File: src/rtl/i3c_sdr_writer.sv
// rtl/i3c_sdr_writer.sv - I3C SDR private-write controller: START, address, ACK, data bytes with T-bit, STOP.
// All pad-facing outputs are registered and derived from the next state so they change together with it.
module i3c_sdr_writer #(
  parameter int CLK_DIV = 4
) (
  input  logic       clk,
  input  logic       rst_i,
  input  logic       start,
  input  logic [6:0] addr,
  input  logic [7:0] tx_data,
  input  logic       tx_valid,
  input  logic       tx_last,
  output logic       tx_ready,
  output logic       scl,
  output logic       sda_o,
  output logic       sda_modesel,
  input  logic       sda_i,
  output logic       busy,
  output logic       done,
  output logic       nack
);

  localparam logic [2:0] IDLE  = 3'd0;
  localparam logic [2:0] START = 3'd1;
  localparam logic [2:0] ADDR  = 3'd2;
  localparam logic [2:0] ACK   = 3'd3;
  localparam logic [2:0] LOAD  = 3'd4;
  localparam logic [2:0] DATA  = 3'd5;
  localparam logic [2:0] TBIT  = 3'd6;
  localparam logic [2:0] STOP  = 3'd7;

  localparam logic [7:0] TICK_VAL = 8'(CLK_DIV - 1);

  logic [2:0] state_q, state_d;
  logic [1:0] half_q, half_d;
  logic [2:0] bit_q, bit_d;
  logic [7:0] cnt_q, cnt_d;
  logic [6:0] addr_q, addr_d;
  logic [7:0] byte_q, byte_d;
  logic       last_q, last_d;
  logic       scl_q, scl_d;
  logic       sda_q, sda_d;
  logic       msel_q, msel_d;
  logic       rdy_q, rdy_d;
  logic       busy_q, busy_d;
  logic       done_q, done_d;
  logic       nack_q, nack_d;

  logic       timer_run;
  logic       tick;
  logic [7:0] addr_bits;

  assign timer_run = (state_q != IDLE) && (state_q != LOAD);
  assign tick      = timer_run && (cnt_q == TICK_VAL);

  always_comb begin
    state_d = state_q;
    half_d  = half_q;
    bit_d   = bit_q;
    addr_d  = addr_q;
    byte_d  = byte_q;
    last_d  = last_q;
    nack_d  = nack_q;
    done_d  = 1'b0;

    case (state_q)
      IDLE: begin
        if (start) begin
          addr_d  = addr;
          nack_d  = 1'b0;
          state_d = START;
          half_d  = 2'd0;
        end
      end
      START: begin
        if (tick) begin
          state_d = ADDR;
          half_d  = 2'd0;
          bit_d   = 3'd0;
        end
      end
      ADDR, DATA: begin
        if (tick) begin
          if (half_q == 2'd0) begin
            half_d = 2'd1;
          end else if (bit_q == 3'd7) begin
            state_d = (state_q == ADDR) ? ACK : TBIT;
            half_d  = 2'd0;
          end else begin
            bit_d  = bit_q + 3'd1;
            half_d = 2'd0;
          end
        end
      end
      ACK: begin
        if (tick) begin
          if (half_q == 2'd0) begin
            half_d = 2'd1;
          end else if (sda_i) begin
            nack_d  = 1'b1;
            state_d = STOP;
            half_d  = 2'd0;
          end else begin
            state_d = LOAD;
            half_d  = 2'd0;
          end
        end
      end
      LOAD: begin
        if (tx_valid && rdy_q) begin
          byte_d  = tx_data;
          last_d  = tx_last;
          state_d = DATA;
          half_d  = 2'd0;
          bit_d   = 3'd0;
        end
      end
      TBIT: begin
        if (tick) begin
          if (half_q == 2'd0) begin
            half_d = 2'd1;
          end else begin
            state_d = last_q ? STOP : LOAD;
            half_d  = 2'd0;
          end
        end
      end
      STOP: begin
        if (tick) begin
          if (half_q == 2'd2) begin
            state_d = IDLE;
            half_d  = 2'd0;
            done_d  = 1'b1;
          end else begin
            half_d = half_q + 2'd1;
          end
        end
      end
      default: state_d = IDLE;
    endcase
  end

  // Pin levels follow the state being entered; LOAD parks the clock low and keeps SDA as it was.
  always_comb begin
    addr_bits = {addr_d, 1'b0};
    scl_d     = scl_q;
    sda_d     = sda_q;
    msel_d    = msel_q;

    case (state_d)
      IDLE: begin
        scl_d  = 1'b1;
        sda_d  = 1'b1;
        msel_d = 1'b0;
      end
      START: begin
        scl_d  = 1'b1;
        sda_d  = 1'b0;
        msel_d = 1'b0;
      end
      ADDR: begin
        scl_d  = half_d[0];
        sda_d  = addr_bits[3'd7 - bit_d];
        msel_d = 1'b0;
      end
      ACK: begin
        scl_d  = half_d[0];
        sda_d  = 1'b1;
        msel_d = 1'b0;
      end
      LOAD: begin
        scl_d = 1'b0;
      end
      DATA: begin
        scl_d  = half_d[0];
        sda_d  = byte_d[3'd7 - bit_d];
        msel_d = 1'b1;
      end
      TBIT: begin
        scl_d  = half_d[0];
        sda_d  = ~^byte_d;
        msel_d = 1'b1;
      end
      STOP: begin
        scl_d  = (half_d != 2'd0);
        sda_d  = (half_d == 2'd2);
        msel_d = 1'b0;
      end
      default: begin
        scl_d  = 1'b1;
        sda_d  = 1'b1;
        msel_d = 1'b0;
      end
    endcase

    rdy_d  = (state_d == LOAD);
    busy_d = (state_d != IDLE);

    if ((state_d != state_q) || (half_d != half_q) || (bit_d != bit_q) || !timer_run) begin
      cnt_d = 8'd0;
    end else begin
      cnt_d = cnt_q + 8'd1;
    end
  end

  always_ff @(posedge clk or negedge rst_i) begin
    if (!rst_i) begin
      state_q <= IDLE;
      half_q  <= 2'd0;
      bit_q   <= 3'd0;
      cnt_q   <= 8'd0;
      addr_q  <= 7'd0;
      byte_q  <= 8'd0;
      last_q  <= 1'b0;
      scl_q   <= 1'b1;
      sda_q   <= 1'b1;
      msel_q  <= 1'b0;
      rdy_q   <= 1'b0;
      busy_q  <= 1'b0;
      done_q  <= 1'b0;
      nack_q  <= 1'b0;
    end else begin
      state_q <= state_d;
      half_q  <= half_d;
      bit_q   <= bit_d;
      cnt_q   <= cnt_d;
      addr_q  <= addr_d;
      byte_q  <= byte_d;
      last_q  <= last_d;
      scl_q   <= scl_d;
      sda_q   <= sda_d;
      msel_q  <= msel_d;
      rdy_q   <= rdy_d;
      busy_q  <= busy_d;
      done_q  <= done_d;
      nack_q  <= nack_d;
    end
  end

  assign tx_ready    = rdy_q;
  assign scl         = scl_q;
  assign sda_o       = sda_q;
  assign sda_modesel = msel_q;
  assign busy        = busy_q;
  assign done        = done_q;
  assign nack        = nack_q;

endmodule

File: config.mk
export PLATFORM = sky130hd
export DESIGN_NAME = i3c_sdr_writer
export DESIGN_NICKNAME = d
export VERILOG_FILES = /design/src/rtl/i3c_sdr_writer.sv
export SDC_FILE = /design/constraint.sdc
export NUM_CORES = 1
export LEC_CHECK = 0
export ABC_AREA = 1
export ABC_CLOCK_PERIOD_IN_PS = 5600
export BUFFER_PORTS_ARGS = -buffer_cell sky130_fd_sc_hd__buf_2
export CORE_MARGIN = 5
export CORE_UTILIZATION = 50
export CTS_BUF_LIST = sky130_fd_sc_hd__clkbuf_8 sky130_fd_sc_hd__clkbuf_16
export DETAILED_ROUTE_END_ITERATION = 10
export GPL_TIMING_DRIVEN = 0
export PLACE_DENSITY = 0.74
export SYNTH_ARGS = -nofsm -noshare
export SYNTH_HDL_FRONTEND = slang
export SYNTH_SLANG_ARGS = --single-unit
export TNS_END_PERCENT = 50
File: constraint.sdc
create_clock -name clk -period 5.6 [get_ports clk]
set_input_delay 0.56 -clock clk [delete_from_list [all_inputs] [get_ports clk]]
set_output_delay 0.56 -clock clk [all_outputs]
set_load 0.01 [all_outputs]
======== Word level (Yosys, flattened, before mapping) ========
Index checks and enable logic that the tools add are counted.
operators by class
  $add $sub $neg .......................... 4
  $lt $le $gt $ge ......................... 1
  equal/unequal tests ..................... 26
  multiplexer cells ....................... 50
  reduce and logical (&&, ||, !) cells .... 26
operators with widths
  cell                                            number
  2-to-1 mux 3 bit                                18
  == test 3 bit (second input constant)           9
  2-to-1 mux 8 bit                                3
  case mux 3 bit (7 select lines)                 1
  2-to-1 mux 2 bit                                8
  2-to-1 mux 7 bit                                2
  == test 3 x 2 -> 1 bit (second input constant)  4
  2-to-1 mux 1 bit                                10
  case mux 2 bit (5 select lines)                 1
  case mux 3 bit (3 select lines)                 1
  adder 8 x 1 -> 8 bit (second input constant)    1
  == test 8 x 2 -> 1 bit (second input constant)  1
  != test 2 bit (second input constant)           4
  OR reduction 2 bit                              4
  OR reduction 4 bit                              2
  XNOR reduction 8 bit                            1
  binary-select mux 1 bit (select 3 bit)          2
  == test 3 x 1 -> 1 bit (second input constant)  2
  logical NOT 3 bit                               2
  != test 3 bit                                   2
  case mux 1 bit (6 select lines)                 1
  nonzero test 2 bit                              3
  nonzero test 3 bit                              2
  nonzero test 6 bit                              1
  other kinds (16)                                22
word-level totals
  bits in registers ....................... 39
  output and inout bits ................... 7
  logic and storage cells ................. 121

======== Depth between registers and ports, before layout ========
  depth after elaboration ................. 11
  depth in mapped cells ................... 18

======== Worst setup path before layout ========
OpenSTA, ideal clock, no wires.
  kind .................................... flip-flop to flip-flop
  start ................................... reg cnt_q[0]
  end ..................................... reg cnt_q[2]
  setup time .............................. 0.121 ns
  arrival ................................. 1.865 ns
  data required time ...................... 5.479 ns
  path slack .............................. 3.614 ns
  stages on the path, launching flop included .. 14
  buffers on the path ..................... 0
  period minus slack after synthesis ...... 1.986 ns
  cell sequence ........................... dfrtp_1 ha_1 nand2_1 nor2_2 nand3_4 nor2_4 nand2_2 a21oi_1 nand2_1 nand2_1 xor2_1 nor2_2 nand2_4 nor2_2
on the way
  word-level cells in the longest chain between the ends .. 9
RTL lines
  what                                                                                       RTL line  RTL
  start, declared                                                                            37        logic [7:0] cnt_q, cnt_d;
  start signal, assigned                                                                     226       cnt_q <= cnt_d;
  == test 8 x 2 -> 1 bit                                                                     54        assign tick = timer_run && (cnt_q == TICK_VAL);
  logical AND 1 bit                                                                          54
  2-to-1 mux 3 bit, or another cell as far along                                             129       if (tick) begin
  case mux 3 bit (7 select lines) / case mux 2 bit (5 select lines) (equally long branches)  66        case (state_q)
  != test 3 bit / != test 2 bit (equally long branches)                                      199       if ((state_d != state_q) || (half_d != half_q) || (bit_d != bit_q) || !timer_run) begin
  logical OR 1 bit (3 in series)                                                             199
  2-to-1 mux 8 bit *                                                                         199
  named net cnt_d[2]                                                                         37
The timed path passes the listed nets; every way through them passes the cells marked *.
A chain may end at the register's enable or synchronous reset.

======== Final worst setup path ========
  start ................................... reg cnt_q[0]
  end ..................................... reg cnt_q[0]
RTL lines
  what                                        RTL line  RTL
  == test 8 x 2 -> 1 bit *                    54
  logical AND 1 bit *                         54
  2-to-1 mux 3 bit, on equally long branches  83, 76
  case mux 3 bit (3 select lines) *           66
  named net bit_d[0]                          36        logic [2:0] bit_q, bit_d;
  != test 3 bit *                             199
  logical OR 1 bit * (2 in series)            199
  2-to-1 mux 8 bit *                          199
  named net cnt_d[0]                          37
Marked as above.

==> summary.md <==
| Metric | Value |
|---|---|
| Cell taking the most area after synthesis | dfrtp_1 |
| Vias in the first global route | 2292 |
| Share of power burned in registers | 37.2% |
| Crit path time final | between 2 and 2.5 ns |
| Simple-gate share of the synthesized area | 40.9% |
| Num Clock Sinks | 39 |
| Pin count of the biggest net entering global routing | 40 |
| WL per Instance | 11.7 um |
| Yosys reg bits | 39 |
| Iteration-0 DRC count of the detailed router | around 160 |
| Status | complete, no violations |
| Pwr dens | 318 nW/um^2 |
| Maximum VDD drop | approximately 0.18 mV |
| Worst skew pair latency | 0.29 ns |
| Syn avg cell area | 7.19 um^2 |
| Final Skew | 0.00858 ns |
| Fill cell count | about 500 |
| Vias post-DR | between 2000 and 2500 |
| Critical Path AT | between 2 and 3 ns |
| Initial core utilization | 50.9% |
| Post-synthesis mux area share | less than 1% |
| Number of setup buffers added after CTS | 0 |
| Non-filler cells, final | 462 |
| Fin crit share | 41.6% |
| PortBufs | 27 |
| Cell-internal power | 0.606 mW |
| Mapped Cells | 357 |
| Net Switching | 0.325 mW |
| Worst setup SP type | register |
| Largest family of logic cells by synthesized area | simple AND/OR/NAND/NOR gates |
| Tot GR Track Use | 18.4% |
| Final setup vio count | 0 |
| Area share of the largest cell type after synthesis | approximately 36% |
| Leakage power | 1.50 nW |
| Compound-cell area share of the yosys netlist | 8.04% |
| Netlist Area Pre-Place | approximately 2600 um^2 |
| Syn. warnings | 0 |
| HP Class | in2async |
| Post-layout net count | 414 |
| Area grow syn2layout | 14.0% |
| Ratio of cells with drive above 1 in the final layout | about a quarter |
| TNS Setup | 0 ns |
| Mapped Nets | 380 |
| Tightest Pin Transition | just under 0.9 ns |
| Max-Cap Viols | 0 |
| CTS hold repair buffers | 0 |
| Comb pwr share | around 33% |
| Vias/cell | 5.02 |
| Total grt overflow | 0 |
| Area contributors post-synth | dfrtp_1, nand2_1, nand3_1, inv_1, o21ai_0 |
| H-tree depth | 2 |
| Clock buffer depth | 2 |
| Slew HR | 42.0% |
| Initial antenna violation count | 0 |
| Die H | roughly 82 um |
| DIE WIDTH | ~80 um |
| Final core utilization | approximately three fifths |
| Antenna viol nets, final | 0 |
| XOR/XNOR Fraction of Synth Area | 3.07% |
| Crit-path max FO | 10 |
| Root Driver | clkbuf_8 |
| Clock group share of total power | a little under a third |
| Io pins | 28 |
| N_diodes | 0 |
| Adder-cell share of the synthesized area | 0.975% |
| Sw Share | 34.9% |
| Peak Freq | 429 MHz |
| Max Slew Vio Count | 0 |
| Rows | 26 |
| CP Class | reg2reg |
| Final WL | 5390 um |
| # DRC | 0 |
| Sequential area share after synthesis | about two fifths |
| CTS tree | yes |
| Hpwl dp | around 4200 um |
| Placed cell count | 454 |
| Clock Pin Slew Worst Setup and Hold Paths | 0.08 ns |
| Die ar. | 6670 um^2 |
| First-pass GRT wire length | 9720 um |
| # resized after CTS | 0 |
| DR pass1 iterations | 5 |
| GPL Wtd Cong | 0.869 |
| Cts bufs inserted | 5 |
| CP required | between 5 and 6 ns |
| Total core area | 5040 um^2 |
| Cell variety after synth | 33 |
| Crit path capture type | register |
| Final Hold Vio Count | 0 |
| RSZ-0062 raised after global routing | false |
power groups by stage:
stage | combinational, mW | clock (mW) | sequential [mW]
global route | 0.349 | 0.297 | 0.353
detailed placement | 0.304 | 0 | 0.353
floorplan | 0.230 | 0 | 0.352
CTS | 0.308 | 0.286 | 0.347
global placement | 0.301 | 0 | 0.351
finish | 0.305 | 0.280 | 0.346
flip-flops by register name, indices dropped and copies added, names as in the netlist:
name and flops:
byte_q 8, scl 1, addr_q 7, half_q 2, state_q 3, cnt_q 8, busy 1, sda_o 1
done 1, last_q 1, sda_modesel 1, tx_ready 1, nack 1, bit_q 3
per-layer routing:
| metal | vias up | wire length (um) | track usage [%] |
|---|---|---|---|
| met2 | 43 | 2700 | 32.2 |
| met5 | - | 0 | 0 |
| met4 | 0 | 104 | 7.31 |
| met3 | 10 | 219 | 3.95 |
| met1 | 1065 | 2370 | 22.1 |
| li1 | 1199 | - | - |
critical path, stage by stage (launching register included):
cell     delay (ns)
dfrtp_1        0.39
ha_1           0.22
nand2_1        0.08
nor2_2         0.16
nand3_4        0.18
nand2_1        0.16
nand3_4        0.13
nand2_4        0.14
inv_2          0.06
nand2_1        0.05
o21ai_1        0.07
nor2_1         0.18
nand2_1        0.10
nor2_2         0.13
nand2_4        0.12
nor2_2         0.10
logic make-up after synthesis:
logic type / after synthesis
AO/OA/AOI/OAI: 38
XOR/XNOR: 9
adder cells (fa/ha/maj): 2
buffers and inverters: 50
flip-flops: 39
multiplexers: 1
AND/OR/NAND/NOR: 218
synthesized netlist by cell type:
| cell | count |
|---|---|
| o21ai_0 | 19 |
| nand3_1 | 35 |
| o21ai_2 | 1 |
| nand2_1 | 118 |
| o21ai_1 | 9 |
| inv_4 | 1 |
| or2_2 | 7 |
| xnor2_1 | 3 |
| nor2_2 | 12 |
| nor2_4 | 2 |
| nand3_4 | 2 |
| clkinv_4 | 1 |
| nand2_4 | 4 |
| nand4_1 | 2 |
| buf_6 | 3 |
| o211ai_1 | 2 |
| nor3_1 | 3 |
| nor2_1 | 20 |
| a21oi_1 | 5 |
| a21oi_2 | 1 |
| xor2_1 | 6 |
| nor3_4 | 1 |
| nand3_2 | 2 |
| nor3b_1 | 1 |
| inv_1 | 37 |
| mux2_2 | 1 |
| a41oi_1 | 1 |
| dfrtp_1 | 37 |
| dfstp_2 | 2 |
| ha_1 | 2 |
| nand4_2 | 1 |
| inv_2 | 8 |
| nand2_2 | 8 |
placed cells by master, fill, tap and decap left out, types with 2 or more instances in the layout:
| cell | instances |
|---|---|
| nand2_1 | 118 |
| inv_1 | 37 |
| dfrtp_1 | 37 |
| nand3_1 | 35 |
| buf_2 | 27 |
| nor2_1 | 20 |
| o21ai_0 | 19 |
| nor2_2 | 12 |
| o21ai_1 | 9 |
| inv_2 | 8 |
| nand2_2 | 8 |
| or2_2 | 7 |
| xor2_1 | 6 |
| a21oi_1 | 5 |
| clkbuf_8 | 5 |
| nand2_4 | 4 |
| buf_6 | 3 |
| nor3_1 | 3 |
| xnor2_1 | 3 |
| nand3_4 | 2 |
| nor2_4 | 2 |
| nand3_2 | 2 |
| o211ai_1 | 2 |
| nand4_1 | 2 |
| ha_1 | 2 |
| bufinv_16 | 2 |
| dfstp_2 | 2 |
metrics by stage:
step / setup slack, ns / hold WS, ns / power [mW] / cell area, um^2
after floorplan: 3.61 / 0.264 / 0.582 / 2570
after global placement: 3.31 / 0.466 / 0.652 / 2790
after detailed placement: 3.27 / 0.475 / 0.657 / 2790
after CTS: 3.25 / 0.409 / 0.941 / 2930
after global routing: 3.00 / 0.458 / 0.999 / 2930
final: 3.27 / 0.377 / 0.931 / 2930
layout make-up:
type / instances / area [um^2] / share of cell area (%)
buffer: 3 / 33.8 / 1.15
clock buffer: 5 / 68.8 / 2.35
clock inverter: 3 / 67.6 / 2.31
inverter: 47 / 184 / 6.29
multi-input combinational: 268 / 1370 / 46.8
sequential: 39 / 978 / 33.4
tap: 70 / 87.6 / 2.99
timing repair buffer: 27 / 135 / 4.62
final timing paths:
path	startpoint	endpoint	slack, ns	cells after the start
hold / removal	rst_i	cnt_q[4]	0.38	1
setup reg to reg	cnt_q[0]	cnt_q[0]	3.27	15
setup / recovery	cnt_q[0]	cnt_q[0]	3.27	15
min in group clk	cnt_q[0]	cnt_q[0]	0.48	1
hold reg to reg	cnt_q[0]	cnt_q[0]	0.48	1
max in group asynchronous	rst_i	addr_q[6]	4.68	1
Power figures use the tool's default switching activity.
